`config.mk`:
```
export PLATFORM = sky130hd
export DESIGN_NAME = graph_loader_flat
export DESIGN_NICKNAME = d
export VERILOG_FILES = /design/src/rtl/graph_loader_pkg.sv /design/src/rtl/graph_loader_if.sv /design/src/rtl/graph_loader_adj_matrix.sv /design/src/rtl/graph_loader.sv /design/src/flat_wrapper.sv
export SDC_FILE = /design/constraint.sdc
export NUM_CORES = 1
export LEC_CHECK = 0
export CAP_MARGIN = 5
export CORE_MARGIN = 2
export CORE_UTILIZATION = 30
export CTS_CLUSTER_SIZE = 14
export DETAILED_ROUTE_END_ITERATION = 7
export MAX_ROUTING_LAYER = met4
export PLACE_DENSITY = 0.43
export SYNTH_ARGS = -nofsm -noshare
export SYNTH_HDL_FRONTEND = slang
export SYNTH_SLANG_ARGS = --single-unit
```
`constraint.sdc`:
```
create_clock -name clk -period 4.8 [get_ports clk]
set_clock_uncertainty 0.05 [all_clocks]
set_input_delay 0.96 -clock clk [delete_from_list [all_inputs] [get_ports clk]]
set_output_delay 0.96 -clock clk [all_outputs]
set_load 0.1 [all_outputs]
```
`src/rtl/graph_loader_pkg.sv`:
```
// Shared types and sizing for the graph loader: FSM state encoding and
// station/edge-count widths used by the top, the matrix and the interface.
package graph_loader_pkg;

  localparam int NUM_STATION = 16;
  localparam int STATION_W   = 4;
  localparam int EDGE_CNT_W  = 7;

  typedef enum logic [1:0] {
    ST_IDLE,
    ST_LOAD,
    ST_EMIT,
    ST_DONE
  } state_t;

endpackage

```
`src/rtl/graph_loader_if.sv`:
```
// Edge-input and row-output bundle between the graph loader and its
// producer/consumer; slave is the loader side, master the driving side.
interface graph_loader_if;
  import graph_loader_pkg::*;

  logic                   in_valid;
  logic [STATION_W-1:0]   source;
  logic [STATION_W-1:0]   destination;
  logic                   out_ready;
  logic                   row_valid;
  logic [STATION_W-1:0]   row_idx;
  logic [NUM_STATION-1:0] row_data;
  logic [EDGE_CNT_W-1:0]  edge_cnt;
  logic                   graph_done;
  logic                   busy;

  modport slave (
    input  in_valid, source, destination, out_ready,
    output row_valid, row_idx, row_data, edge_cnt, graph_done, busy
  );

  modport master (
    output in_valid, source, destination, out_ready,
    input  row_valid, row_idx, row_data, edge_cnt, graph_done, busy
  );

endinterface

```
`src/rtl/graph_loader_adj_matrix.sv`:
```
// 16x16 adjacency bit matrix with two write ports (one per direction of an
// undirected edge), a duplicate-check tap on port A and one row-read port.
module adj_matrix
  import graph_loader_pkg::*;
(
  input  logic                   clk,
  input  logic                   rst_n,
  input  logic                   clr_i,
  input  logic                   wrEnA_i,
  input  logic [STATION_W-1:0]   rowA_i,
  input  logic [STATION_W-1:0]   colA_i,
  input  logic                   wrEnB_i,
  input  logic [STATION_W-1:0]   rowB_i,
  input  logic [STATION_W-1:0]   colB_i,
  output logic                   hit_o,
  input  logic [STATION_W-1:0]   rdIdx_i,
  output logic [NUM_STATION-1:0] rdData_o
);

  logic [NUM_STATION-1:0] mat_q [NUM_STATION];

  // Writes land at the edge, so a pair written this cycle is seen by hit_o next cycle
  always_ff @(posedge clk) begin
    if (!rst_n || clr_i) begin
      for (int i = 0; i < NUM_STATION; i++) begin
        mat_q[i] <= '0;
      end
    end else begin
      if (wrEnA_i) mat_q[rowA_i][colA_i] <= 1'b1;
      if (wrEnB_i) mat_q[rowB_i][colB_i] <= 1'b1;
    end
  end

  assign hit_o    = mat_q[rowA_i][colA_i];
  assign rdData_o = mat_q[rdIdx_i];

endmodule

```
`src/rtl/graph_loader.sv`:
```
// Collects undirected edges into an adjacency matrix, then streams its 16
// rows to a downstream engine under a valid/ready handshake.
module graph_loader
  import graph_loader_pkg::*;
(
  input  logic           clk,
  input  logic           rst_n,
  graph_loader_if.slave  bus
);

  state_t                 state_q;
  logic                   rowValid_q;
  logic [STATION_W-1:0]   rowIdx_q;
  logic [NUM_STATION-1:0] rowData_q;
  logic [EDGE_CNT_W-1:0]  edgeCnt_q;
  logic                   graphDone_q;
  logic                   busy_q;

  logic                   wrEn;
  logic                   hit;
  logic                   clr;
  logic                   isNew;
  logic [STATION_W-1:0]   rdIdx;
  logic [NUM_STATION-1:0] rdData;

  // The read port is pointed at the row that will be presented next
  always_comb begin
    wrEn  = bus.in_valid && (bus.source != bus.destination) &&
            (state_q == ST_IDLE || state_q == ST_LOAD);
    isNew = wrEn && !hit;
    clr   = (state_q == ST_DONE);
    rdIdx = (state_q == ST_EMIT) ? rowIdx_q + STATION_W'(1) : '0;
  end

  adj_matrix uMatrix (
    .clk      (clk),
    .rst_n    (rst_n),
    .clr_i    (clr),
    .wrEnA_i  (wrEn),
    .rowA_i   (bus.source),
    .colA_i   (bus.destination),
    .wrEnB_i  (wrEn),
    .rowB_i   (bus.destination),
    .colB_i   (bus.source),
    .hit_o    (hit),
    .rdIdx_i  (rdIdx),
    .rdData_o (rdData)
  );

  always_ff @(posedge clk) begin
    if (!rst_n) begin
      state_q     <= ST_IDLE;
      rowValid_q  <= 1'b0;
      rowIdx_q    <= '0;
      rowData_q   <= '0;
      edgeCnt_q   <= '0;
      graphDone_q <= 1'b0;
      busy_q      <= 1'b0;
    end else begin
      graphDone_q <= 1'b0;
      case (state_q)
        ST_IDLE: begin
          if (bus.in_valid) begin
            state_q   <= ST_LOAD;
            busy_q    <= 1'b1;
            edgeCnt_q <= isNew ? EDGE_CNT_W'(1) : '0;
          end
        end
        ST_LOAD: begin
          if (bus.in_valid) begin
            if (isNew) edgeCnt_q <= edgeCnt_q + EDGE_CNT_W'(1);
          end else begin
            state_q    <= ST_EMIT;
            rowValid_q <= 1'b1;
            rowIdx_q   <= '0;
            rowData_q  <= rdData;
          end
        end
        ST_EMIT: begin
          if (bus.out_ready) begin
            if (rowIdx_q == STATION_W'(NUM_STATION - 1)) begin
              state_q     <= ST_DONE;
              rowValid_q  <= 1'b0;
              rowIdx_q    <= '0;
              rowData_q   <= '0;
              busy_q      <= 1'b0;
              graphDone_q <= 1'b1;
            end else begin
              rowIdx_q  <= rowIdx_q + STATION_W'(1);
              rowData_q <= rdData;
            end
          end
        end
        ST_DONE: begin
          state_q <= ST_IDLE;
        end
        default: begin
          state_q <= ST_IDLE;
        end
      endcase
    end
  end

  assign bus.row_valid  = rowValid_q;
  assign bus.row_idx    = rowIdx_q;
  assign bus.row_data   = rowData_q;
  assign bus.edge_cnt   = edgeCnt_q;
  assign bus.graph_done = graphDone_q;
  assign bus.busy       = busy_q;

endmodule

```
`src/flat_wrapper.sv`:
```
// flat-port wrapper written by rule: the top's interface ports become plain ports
module graph_loader_flat import graph_loader_pkg::*;
  (clk, rst_n, bus_in_valid, bus_source, bus_destination, bus_out_ready, bus_row_valid, bus_row_idx, bus_row_data, bus_edge_cnt, bus_graph_done, bus_busy);
  graph_loader_if bus_i ();
  input  logic clk;
  input  logic rst_n;
  input wire logic [$bits(bus_i.in_valid)-1:0] bus_in_valid;
  input wire logic [$bits(bus_i.source)-1:0] bus_source;
  input wire logic [$bits(bus_i.destination)-1:0] bus_destination;
  input wire logic [$bits(bus_i.out_ready)-1:0] bus_out_ready;
  output wire logic [$bits(bus_i.row_valid)-1:0] bus_row_valid;
  output wire logic [$bits(bus_i.row_idx)-1:0] bus_row_idx;
  output wire logic [$bits(bus_i.row_data)-1:0] bus_row_data;
  output wire logic [$bits(bus_i.edge_cnt)-1:0] bus_edge_cnt;
  output wire logic [$bits(bus_i.graph_done)-1:0] bus_graph_done;
  output wire logic [$bits(bus_i.busy)-1:0] bus_busy;
  assign bus_i.in_valid = bus_in_valid;
  assign bus_i.source = bus_source;
  assign bus_i.destination = bus_destination;
  assign bus_i.out_ready = bus_out_ready;
  assign bus_row_valid = bus_i.row_valid;
  assign bus_row_idx = bus_i.row_idx;
  assign bus_row_data = bus_i.row_data;
  assign bus_edge_cnt = bus_i.edge_cnt;
  assign bus_graph_done = bus_i.graph_done;
  assign bus_busy = bus_i.busy;
  graph_loader u_core (.clk(clk), .rst_n(rst_n), .bus(bus_i));
endmodule
```
==> results of run 1 <==
[per-stage QoR]
step | util | power, mW | std cells | cell area, µm²
after floorplan | - | 3.22 | 1546 | 14300
after global placement | 0.323 | 3.62 | 2104 | 15300
after detailed placement | 0.323 | 3.63 | 2104 | 15300
after CTS | 0.348 | 6.32 | 2166 | 16500
after global routing | 0.348 | 6.49 | 2167 | 16500
final | 0.348 | 6.24 | 2167 | 16500
[where the power goes]
| group | total, mW | internal, mW | switching (mW) | leakage [nW] |
|---|---|---|---|---|
| sequential | 2.46 | 2.42 | 0.0320 | 2.32 |
| combinational | 1.12 | 0.273 | 0.843 | 4.77 |
| clock | 2.67 | 1.58 | 1.09 | 0.568 |
| total | 6.24 | 4.28 | 1.96 | 7.66 |
[final timing paths]
kind | cells after the start | start | slack, ps | to
worst max-delay path | 9 | bus_destination[1] | 800 | u_core.bus.edge_cnt[1]
worst min-delay path | 1 | u_core.uMatrix.mat_q[3][2] | 420 | u_core.uMatrix.mat_q[3][2]
worst max register to register | 10 | u_core.state_q[1] | 1360 | u_core.uMatrix.mat_q[4][13]
worst min register to register | 1 | u_core.uMatrix.mat_q[3][2] | 420 | u_core.uMatrix.mat_q[3][2]
[per-layer routing]
metal / vias to the layer above / track usage / wire length [µm]
li1: 5800 / - / -
met5: - / - / 0
met1: 6264 / 0.317 / 26000
met3: 68 / 0.0378 / 3710
met2: 450 / 0.357 / 25500
met4: 0 / 0.0582 / 1180
[cell type report]
cell class / instances / area, µm² / area share
Multi-Input combinational cell: 1098 / 7930 / 0.480
Sequential cell: 288 / 5770 / 0.350
Clock buffer: 55 / 1100 / 0.0669
Timing Repair Buffer: 95 / 853 / 0.0517
Tap cell: 615 / 769 / 0.0466
Clock inverter: 7 / 45.0 / 0.00273
Inverter: 8 / 30.0 / 0.00182
Antenna cell: 1 / 2.50 / 0.000152
[logic make-up (layout without fill, tap and decap cells)]
group                    count (synthesis)  in the layout  share of synthesized area
other                                    0              1                          0
XOR/XNOR                                 6              6                    0.00366
flip-flops                             288            288                      0.402
AND/OR/NAND/NOR                        362            362                      0.122
adder cells (fa/ha/maj)                  7              7                    0.00611
AO/OA/AOI/OAI                          620            620                      0.306
buffers and inverters                  160            165                     0.0476
multiplexers                           103            103                      0.112
[cells in the mapped netlist, types with 7 or more instances]
cell,instances
a22oi_1,39
a31oi_1,31
dfxtp_1,288
buf_1,15
clkbuf_1,114
a211oi_1,81
a21oi_1,44
buf_4,9
nor2b_1,78
and2_1,22
a21o_1,241
o22ai_1,122
nand4_1,9
mux2i_1,55
o21ai_0,8
inv_1,7
ha_1,7
mux4_2,46
buf_2,9
nand2_1,166
a311oi_1,31
nand3_1,21
nor2_1,45
[critical path, stage by stage]
cell and delay [ps]:
clkdlybuf4s50_1 840, nor2b_1 890, nand4_1 140, a21boi_0 230, a311o_1 460, a21oi_2 380
nor3_4 140, nand3b_1 210, a31oi_1 170
[flip-flops by register name (all words and copies together), names as in the netlist]
| register | flops |
|---|---|
| u_core.uMatrix.mat_q | 256 |
| u_core.bus.row_valid | 1 |
| u_core.bus.busy | 1 |
| u_core.bus.row_data | 16 |
| u_core.bus.graph_done | 1 |
| u_core.state_q | 2 |
| u_core.bus.row_idx | 4 |
| u_core.bus.edge_cnt | 7 |
==> impl_metrics.yaml, run 1 <==
routing:
  routed-via-count: 12600
  firstDrtPassIters: 5
  detail_route.wl_per_cell_um: 26.0
  route.detailed.drc: 0
  routed_via_density: 5.81
  detailedRoute.firstIterationViolations: 1140
  routed_wl_um: 56400
  antenna_left: 0
timing:
  grt_setup_unrepaired: "no"
  timing.final.crit_share: 0.833
  setup-violations-final: 0
  timing_max_transition_violations_final: 0
  timing.final.hold_violations: 0
  achievable-frequency_ghz: 0.250
  worst-slew-pin-transition_ps: 1030
  setup_ws_ps: 802
  timing.max_slew.rel_slack: 0.310
  finalSetupTns_ps: 0
  post-route-min-period_ps: 4000
  fin_worst_hold_slack_ps: 420
cts:
  tritoncts: "yes"
  clkTransAtPathRegs_ps: 60
  worst_skew_late_latency_ps: 560
  postCtsHoldBufs: 0
  postCtsSetupRepairBufs: 0
  tritoncts.num_buffers: 36
  cts_resized: 0
  cts-htree-levels: 2
  cts.sinks: 288
  cts-root-to-sink-buffers: 3
  clock-root-buffer: "clkbuf_16"
logic_synthesis:
  synthDistinctLibCells: 49
  async_reset_ff_frac: 0
  synth.ff_latch_count: 288
  syn_area_per_cell_um2: 9.27
  synth.area.top_cells: "dfxtp_1, a21o_1, mux4_2, o22ai_1, nand2_1"
  netlist.area_leader.share: 0.402
  synthesis.instances: 1546
  synth_seq_area_share: 0.402
  yosys_warnings: 0
  syn-num-nets: 1565
  post_synth_edffs: 0
  ys.flop_type: "dfxtp_1"
  synth_area_um2: 14300
  yosys.area.top_type: "dfxtp_1"
cells_and_area:
  n_fill_cell: 4902
  num-nets-final: 1546
  layout_commonest_cell: "dfxtp_1"
  layout-drive-gt1-share: 0.111
  most_frequent_cells_in_the_layout: "dfxtp_1, a21o_1, nand2_1, o22ai_1, a211oi_1"
  area_growth_from_synthesis_to_layout_pct: 15.1
power:
  power_leakage_nw: 7.66
  power_per_cell_area_nw_per_um2: 378
  worst_ir_drop_vdd_mv: 0.193
global_route:
  grt-ovfl-total: 0
  grt_first_pass_wirelength_um: 83500
  pin_count_of_the_biggest_net_entering_global_routing: 184
  gr-usage-all-layers: 0.232
  grt_antenna_before_repair: 1
  grt_pass1_vias: 12000
worst_hold_path:
  hold_path.class: "flip-flop to flip-flop"
placement:
  gp_routability_congestion: 0.892
  dp_hpwl_um: 38400
  dpl_worst_slack_ps: 320
  port_buffers: 41
floorplanning:
  initial_utilization: 0.302
  row_count: 80
  boundaryPins: 42
  dieWidth_um: 223
  core_area_um2: 47400
  floorplan.die_area_um2: 49600
  floorplan_die_height_um: 223
worst_setup_path:
  critPathArrivalTime_ps: 4430
  start_kind: "primary input"
  critPathMaxFanout: 12
  critical_path_required_ps: 5230
  setup_cp_type: "primary input to flip-flop"
  critical_path.endpoint_type: "flip-flop"
outcome:
  run_status: "finished, final reports clean"
flow_run:
  cap_violations: 0
Power figures use the tool's default switching activity.
==> run 2, diff against run 1 <==
Settings changed: PLACE_DENSITY 0.43 to 0.44.
Clock period 4.8 ns to 3.5 ns, I/O delays scaled along.
==> impl_metrics.yaml, run 2 (synthesis gave the netlist of run 1 again) <==
floorplanning:
  floorplan.die_area_um2: 49600
  core_area_um2: 47400
  dieWidth_um: 223
  floorplan_die_height_um: 223
  initial_utilization: 0.302
  boundaryPins: 42
  row_count: 80
timing:
  grt_setup_unrepaired: "no"
  achievable-frequency_ghz: 0.309
  finalSetupTns_ps: 0
  timing.max_slew.rel_slack: 0.277
  post-route-min-period_ps: 3240
  timing_max_transition_violations_final: 0
  worst-slew-pin-transition_ps: 1080
  timing.final.crit_share: 0.925
  setup-violations-final: 0
  timing.final.hold_violations: 0
  fin_worst_hold_slack_ps: 420
global_route:
  gr-usage-all-layers: 0.233
  grt_pass1_vias: 12500
  grt_first_pass_wirelength_um: 84000
  grt-ovfl-total: 0
  pin_count_of_the_biggest_net_entering_global_routing: 136
  grt_antenna_before_repair: 2
cells_and_area:
  largest_register_ff_count: 256
  layout-drive-gt1-share: 0.177
  area_growth_from_synthesis_to_layout_pct: 21.2
  n_fill_cell: 4803
  layout_commonest_cell: "dfxtp_1"
  largest_register: "u_core.uMatrix.mat_q"
  num-nets-final: 1635
  most_frequent_cells_in_the_layout: "dfxtp_1, a21o_1, nand2_1, buf_4, o22ai_1"
worst_hold_path:
  hold_path.class: "flip-flop to flip-flop"
cts:
  cts-htree-levels: 2
  tritoncts: "yes"
  clock-root-buffer: "clkbuf_16"
  cts.sinks: 288
  clkTransAtPathRegs_ps: 60
  cts-root-to-sink-buffers: 3
  tritoncts.num_buffers: 37
  worst_skew_late_latency_ps: 550
  postCtsSetupRepairBufs: 0
  cts_resized: 0
  postCtsHoldBufs: 0
outcome:
  run_status: "finished, final reports clean"
worst_setup_path:
  combined_buffer_and_inverter_count_along_the_critical_path: 2
  critPathMaxStageDelay_ps: 720
  timing.critical_path.slowest_stage_cell: "nor4b_2"
  critPathMaxFanout: 8
  critical_path.endpoint_type: "flip-flop"
  cp_top_family: "simple AND/OR/NAND/NOR gates"
  critical_path_required_ps: 3930
  critPathArrivalTime_ps: 3670
  start_kind: "primary input"
  cp_cell_sequence: "clkdlybuf4s50_1 > buf_4 > nor2b_1 > a22oi_1 > nand3_1 > nor2_1 > o21ai_0 > nor4b_2 > nor3_4 > nand3b_1 > a31oi_1"
  setup_cp_type: "primary input to flip-flop"
routing:
  routed_wl_um: 56400
  routed-via-count: 12900
  detailedRoute.firstIterationViolations: 1330
  antenna_left: 0
  route.detailed.drc: 0
  routed_via_density: 5.71
  firstDrtPassIters: 5
  detail_route.wl_per_cell_um: 25.0
power:
  report.power.total_mw: 8.98
  power_leakage_nw: 8.24
  power_per_cell_area_nw_per_um2: 517
  worst_ir_drop_vdd_mv: 0.290
placement:
  dp_hpwl_um: 39500
  port_buffers: 41
  gp_routability_congestion: 0.893
flow_run:
  cap_violations: 0
## run 2: changes by cell type in the layout (fill, tap and decap cells not counted), moves of 2 or more
cell,change
bufinv_16,+4
clkinv_2,+3
clkbuf_8,-2
buf_4,+99
inv_6,-2
clkdlybuf4s50_1,-25
buf_12,+14
## run 2: area by class of cell
| type | instances | area [µm²] | area share |
|---|---|---|---|
| inverters | 8 | 30.0 | 0.00173 |
| flip-flops and latches | 288 | 5770 | 0.332 |
| clock buffers | 52 | 1070 | 0.0617 |
| clock inverters | 13 | 171 | 0.00987 |
| diodes | 2 | 5.00 | 0.000288 |
| repair buffers | 183 | 1630 | 0.0936 |
| multi-input cells | 1098 | 7930 | 0.456 |
| well taps | 615 | 769 | 0.0443 |
## run 2: per-layer routing
metal / GRT usage / share of wire / vias to the layer above
met5: - / 0 / -
met4: 0.0855 / 0.033 / 0
met3: 0.0328 / 0.053 / 97
met2: 0.350 / 0.44 / 437
met1: 0.317 / 0.47 / 6393
li1: - / - / 5962
## run 2: final timing paths
check,cells past startpoint,startpoint,slack [ps],to
worst max-delay path,11,bus_destination[1],260,u_core.bus.edge_cnt[1]
worst min-delay path,1,u_core.uMatrix.mat_q[15][9],420,u_core.uMatrix.mat_q[15][9]
worst max register to register,9,u_core.bus.row_idx[2],360,u_core.bus.row_data[1]
worst min register to register,1,u_core.uMatrix.mat_q[15][9],420,u_core.uMatrix.mat_q[15][9]
## run 2: where the power goes
| group | switching [mW] | leakage, nW | total, mW | internal (mW) |
|---|---|---|---|---|
| sequential | 0.0404 | 2.32 | 3.36 | 3.32 |
| clock | 1.53 | 0.616 | 3.96 | 2.42 |
| combinational | 1.19 | 5.30 | 1.66 | 0.475 |
| total | 2.76 | 8.24 | 8.98 | 6.22 |
## run 2: through the flow
| step | area [µm²] | setup slack (ps) | instances | util |
|---|---|---|---|---|
| final | 17400 | 262 | 2259 | 0.366 |
| after global routing | 17400 | 138 | 2259 | 0.366 |
| after global placement | 16100 | -284 | 2192 | 0.340 |
| after floorplan | 14300 | 383 | 1546 | - |
| after CTS | 17400 | 314 | 2257 | 0.366 |
| after detailed placement | 16100 | -235 | 2192 | 0.340 |
==> run 3, diff against run 2 <==
--- a/config.mk
+++ b/config.mk
@@ -9,5 +9,4 @@
 export CORE_MARGIN = 2
 export CORE_UTILIZATION = 30
-export CTS_CLUSTER_SIZE = 14
 export DETAILED_ROUTE_END_ITERATION = 7
 export MAX_ROUTING_LAYER = met4
==> constraint.sdc (replaced) <==
create_clock -name clk -period 3.5 [get_ports clk]
set_clock_uncertainty 0.05 [all_clocks]
set_input_delay 1.05 -clock clk [delete_from_list [all_inputs] [get_ports clk]]
set_output_delay 1.05 -clock clk [all_outputs]
set_load 0.1 [all_outputs]
==> impl_metrics.yaml, run 3 (synthesis gave the netlist of run 1 again) <==
timing:
  timing.final.hold_violations: 0
  setup-violations-final: 0
  achievable-frequency_ghz: 0.298
  timing_max_transition_violations_final: 0
  timing.max_slew.rel_slack: 0.496
  post-route-min-period_ps: 3360
  worst-slew-pin-transition_ps: 755
  setup_ws_ps: 143
  timing.final.crit_share: 0.959
  grt_setup_unrepaired: "no"
  fin_worst_hold_slack_ps: 422
placement:
  dp_hpwl_um: 40100
  gp_routability_congestion: 0.885
  port_buffers: 41
  dpl_worst_slack_ps: -726
  dpl_cell_area_um2: 16700
power:
  pwr-share-comb: 0.201
  total_switching_power_mw: 2.71
  p_seq_frac: 0.394
  worst_ir_drop_vdd_mv: 0.318
  report.power.total_mw: 8.55
  power.switching_fraction: 0.317
  share_clk_of_total_power: 0.405
  power_per_cell_area_nw_per_um2: 480
  power_report.internal_total_mw: 5.84
  power_leakage_nw: 8.57
cells_and_area:
  layout_commonest_cell: "dfxtp_1"
  num-nets-final: 1698
  area_growth_from_synthesis_to_layout_pct: 24.2
  most_frequent_cells_in_the_layout: "dfxtp_1, a21o_1, buf_4, nand2_1, o22ai_1"
  largest_register_ff_count: 256
  layout-drive-gt1-share: 0.205
  layout.core_utilization: 0.375
  largest_register: "u_core.uMatrix.mat_q"
  finalInstanceArea_um2: 17800
  n_fill_cell: 4843
worst_setup_path:
  critPathMaxStageDelay_ps: 690
  crit_cells: 10
  r2r-start: "u_core.state_q[0]"
  critPathMaxFanout: 6
  cp_top_family: "simple AND/OR/NAND/NOR gates"
  timing.reg2reg.worst_path_depth: 11
  regToRegEndpoint: "u_core.bus.row_data[10]"
  cp_endpoint: "u_core.bus.edge_cnt[3]"
  cp_cell_sequence: "clkdlybuf4s50_1 > buf_4 > nor2b_1 > buf_4 > a22oi_1 > nand4_1 > nand3_1 > nor3_4 > mux2i_1 > o22ai_1"
  worst_path_most_repeated_cell: "buf_4"
  critical_path.startpoint: "bus_source[2]"
  setup_cp_type: "primary input to flip-flop"
  critical_path.endpoint_type: "flip-flop"
  ff2ff_setup_slack_ps: 490
  timing.critical_path.slowest_stage_cell: "clkdlybuf4s50_1"
  combined_buffer_and_inverter_count_along_the_critical_path: 3
  critPathArrivalTime_ps: 3720
  start_kind: "primary input"
  critical_path_required_ps: 3860
floorplanning:
  initial_utilization: 0.302
  floorplan_die_height_um: 223
  core_area_um2: 47400
  dieWidth_um: 223
  floorplan.die_area_um2: 49600
  row_count: 80
  boundaryPins: 42
routing:
  antenna_left: 0
  firstDrtPassIters: 7
  detail_route.wl_per_cell_um: 24.6
  met2_layer_wire_length_in_the_routed_design_um: 25800
  detailedRoute.firstIterationViolations: 1052
  routed-via-count: 13200
  routed_via_density: 5.68
  route.top_layer_used: "met4"
  wl_met1_um: 26600
  route.detailed.drc: 0
  routed_wl_um: 57100
  dr_wl_met3_um: 3170
outcome:
  run_status: "finished, final reports clean"
cts:
  clock-root-buffer: "clkbuf_16"
  cts-htree-levels: 2
  cts.sinks: 288
  worst_skew_late_latency_ps: 530
  clkTransAtPathRegs_ps: 60
  tritoncts.num_buffers: 35
  tritoncts: "yes"
  cts-root-to-sink-buffers: 3
global_route:
  pin_count_of_the_biggest_net_entering_global_routing: 161
  grt_pass1_vias: 12800
  gr-usage-all-layers: 0.234
  grt_antenna_before_repair: 2
  grt-ovfl-total: 0
  grt_first_pass_wirelength_um: 85300
flow_run:
  cap_violations: 0
worst_hold_path:
  hold_path.class: "flip-flop to flip-flop"
  holdPathStages: 1
-- run 3: cell types whose count changed in the layout (fill, tap and decap cells not counted), moves of 2 or more --
| cell | before | now |
|---|---|---|
| buf_12 | 18 | 30 |
| clkbuf_1 | 6 | 10 |
| buf_4 | 150 | 208 |
| clkbuf_8 | 9 | 4 |
| clkbuf_16 | 37 | 35 |
| clkdlybuf4s50_1 | 13 | 8 |
| bufinv_16 | 4 | 1 |
| clkinv_2 | 7 | 4 |
-- run 3: timing repair --
item | CTS | global route
pin swaps | 0 | 0
cloned | 0 | 0
setup buffers | 0 | 0
endpoints found under the setup margin | 7 | 7
resized for setup | 1 | 2
hold buffers | 0 | 0
-- run 3: worst register-to-register path, delay by kind of cell, from the launching register on --
family	cells	cell delay (ps)
adders and majority gates	1	510
and+or+nand+nor	3	500
AOI/OAI and AO/OA	4	1010
buffers and inverters	3	540
DFF	1	330
-- run 3: layout make-up --
type | count | area, µm² | share of cell area
inverters | 8 | 30.0 | 0.00169
multi-input cells | 1098 | 7940 | 0.446
repair buffers | 248 | 2250 | 0.126
clock inverters | 8 | 75.1 | 0.00421
clock buffers | 49 | 968 | 0.0544
well taps | 615 | 769 | 0.0432
flip-flops and latches | 288 | 5770 | 0.324
diodes | 2 | 5.00 | 0.000281
-- run 3: power by group through the flow --
stage	Clock, mW	Combinational [mW]	Sequential (mW)
2_1_floorplan	0	0.899	3.52
5_1_grt	3.66	1.83	3.37
4_1_cts	3.55	1.72	3.37
6_report	3.47	1.72	3.37
3_5_place_dp	0	1.71	3.44
3_3_place_gp	0	1.72	3.44
-- run 3: stage by stage --
step,cells,TNS (ps)
3_5_place_dp,2257,-33320
5_1_grt,2316,0
4_1_cts,2314,0
6_report,2316,0
2_1_floorplan,1546,0
3_3_place_gp,2257,-32880
-- run 3: worst min path at each step --
stage	startpoint	endpoint	slack, ps
finish	u_core.uMatrix.mat_q[11][10]	u_core.uMatrix.mat_q[11][10]	420
global route	u_core.uMatrix.mat_q[7][9]	u_core.uMatrix.mat_q[7][9]	430
CTS	u_core.uMatrix.mat_q[7][9]	u_core.uMatrix.mat_q[7][9]	420
detailed placement	u_core.uMatrix.mat_q[3][4]	u_core.uMatrix.mat_q[3][4]	410
global placement	u_core.uMatrix.mat_q[7][15]	u_core.uMatrix.mat_q[7][15]	400
floorplan	u_core.uMatrix.mat_q[11][14]	u_core.uMatrix.mat_q[11][14]	380
-- run 3: routing by layer --
metal  up-vias  GRT usage
li1       6101          -
met1      6528      0.317
met2       443      0.365
met3        91     0.0299
met4         0     0.0684
met5         -          -
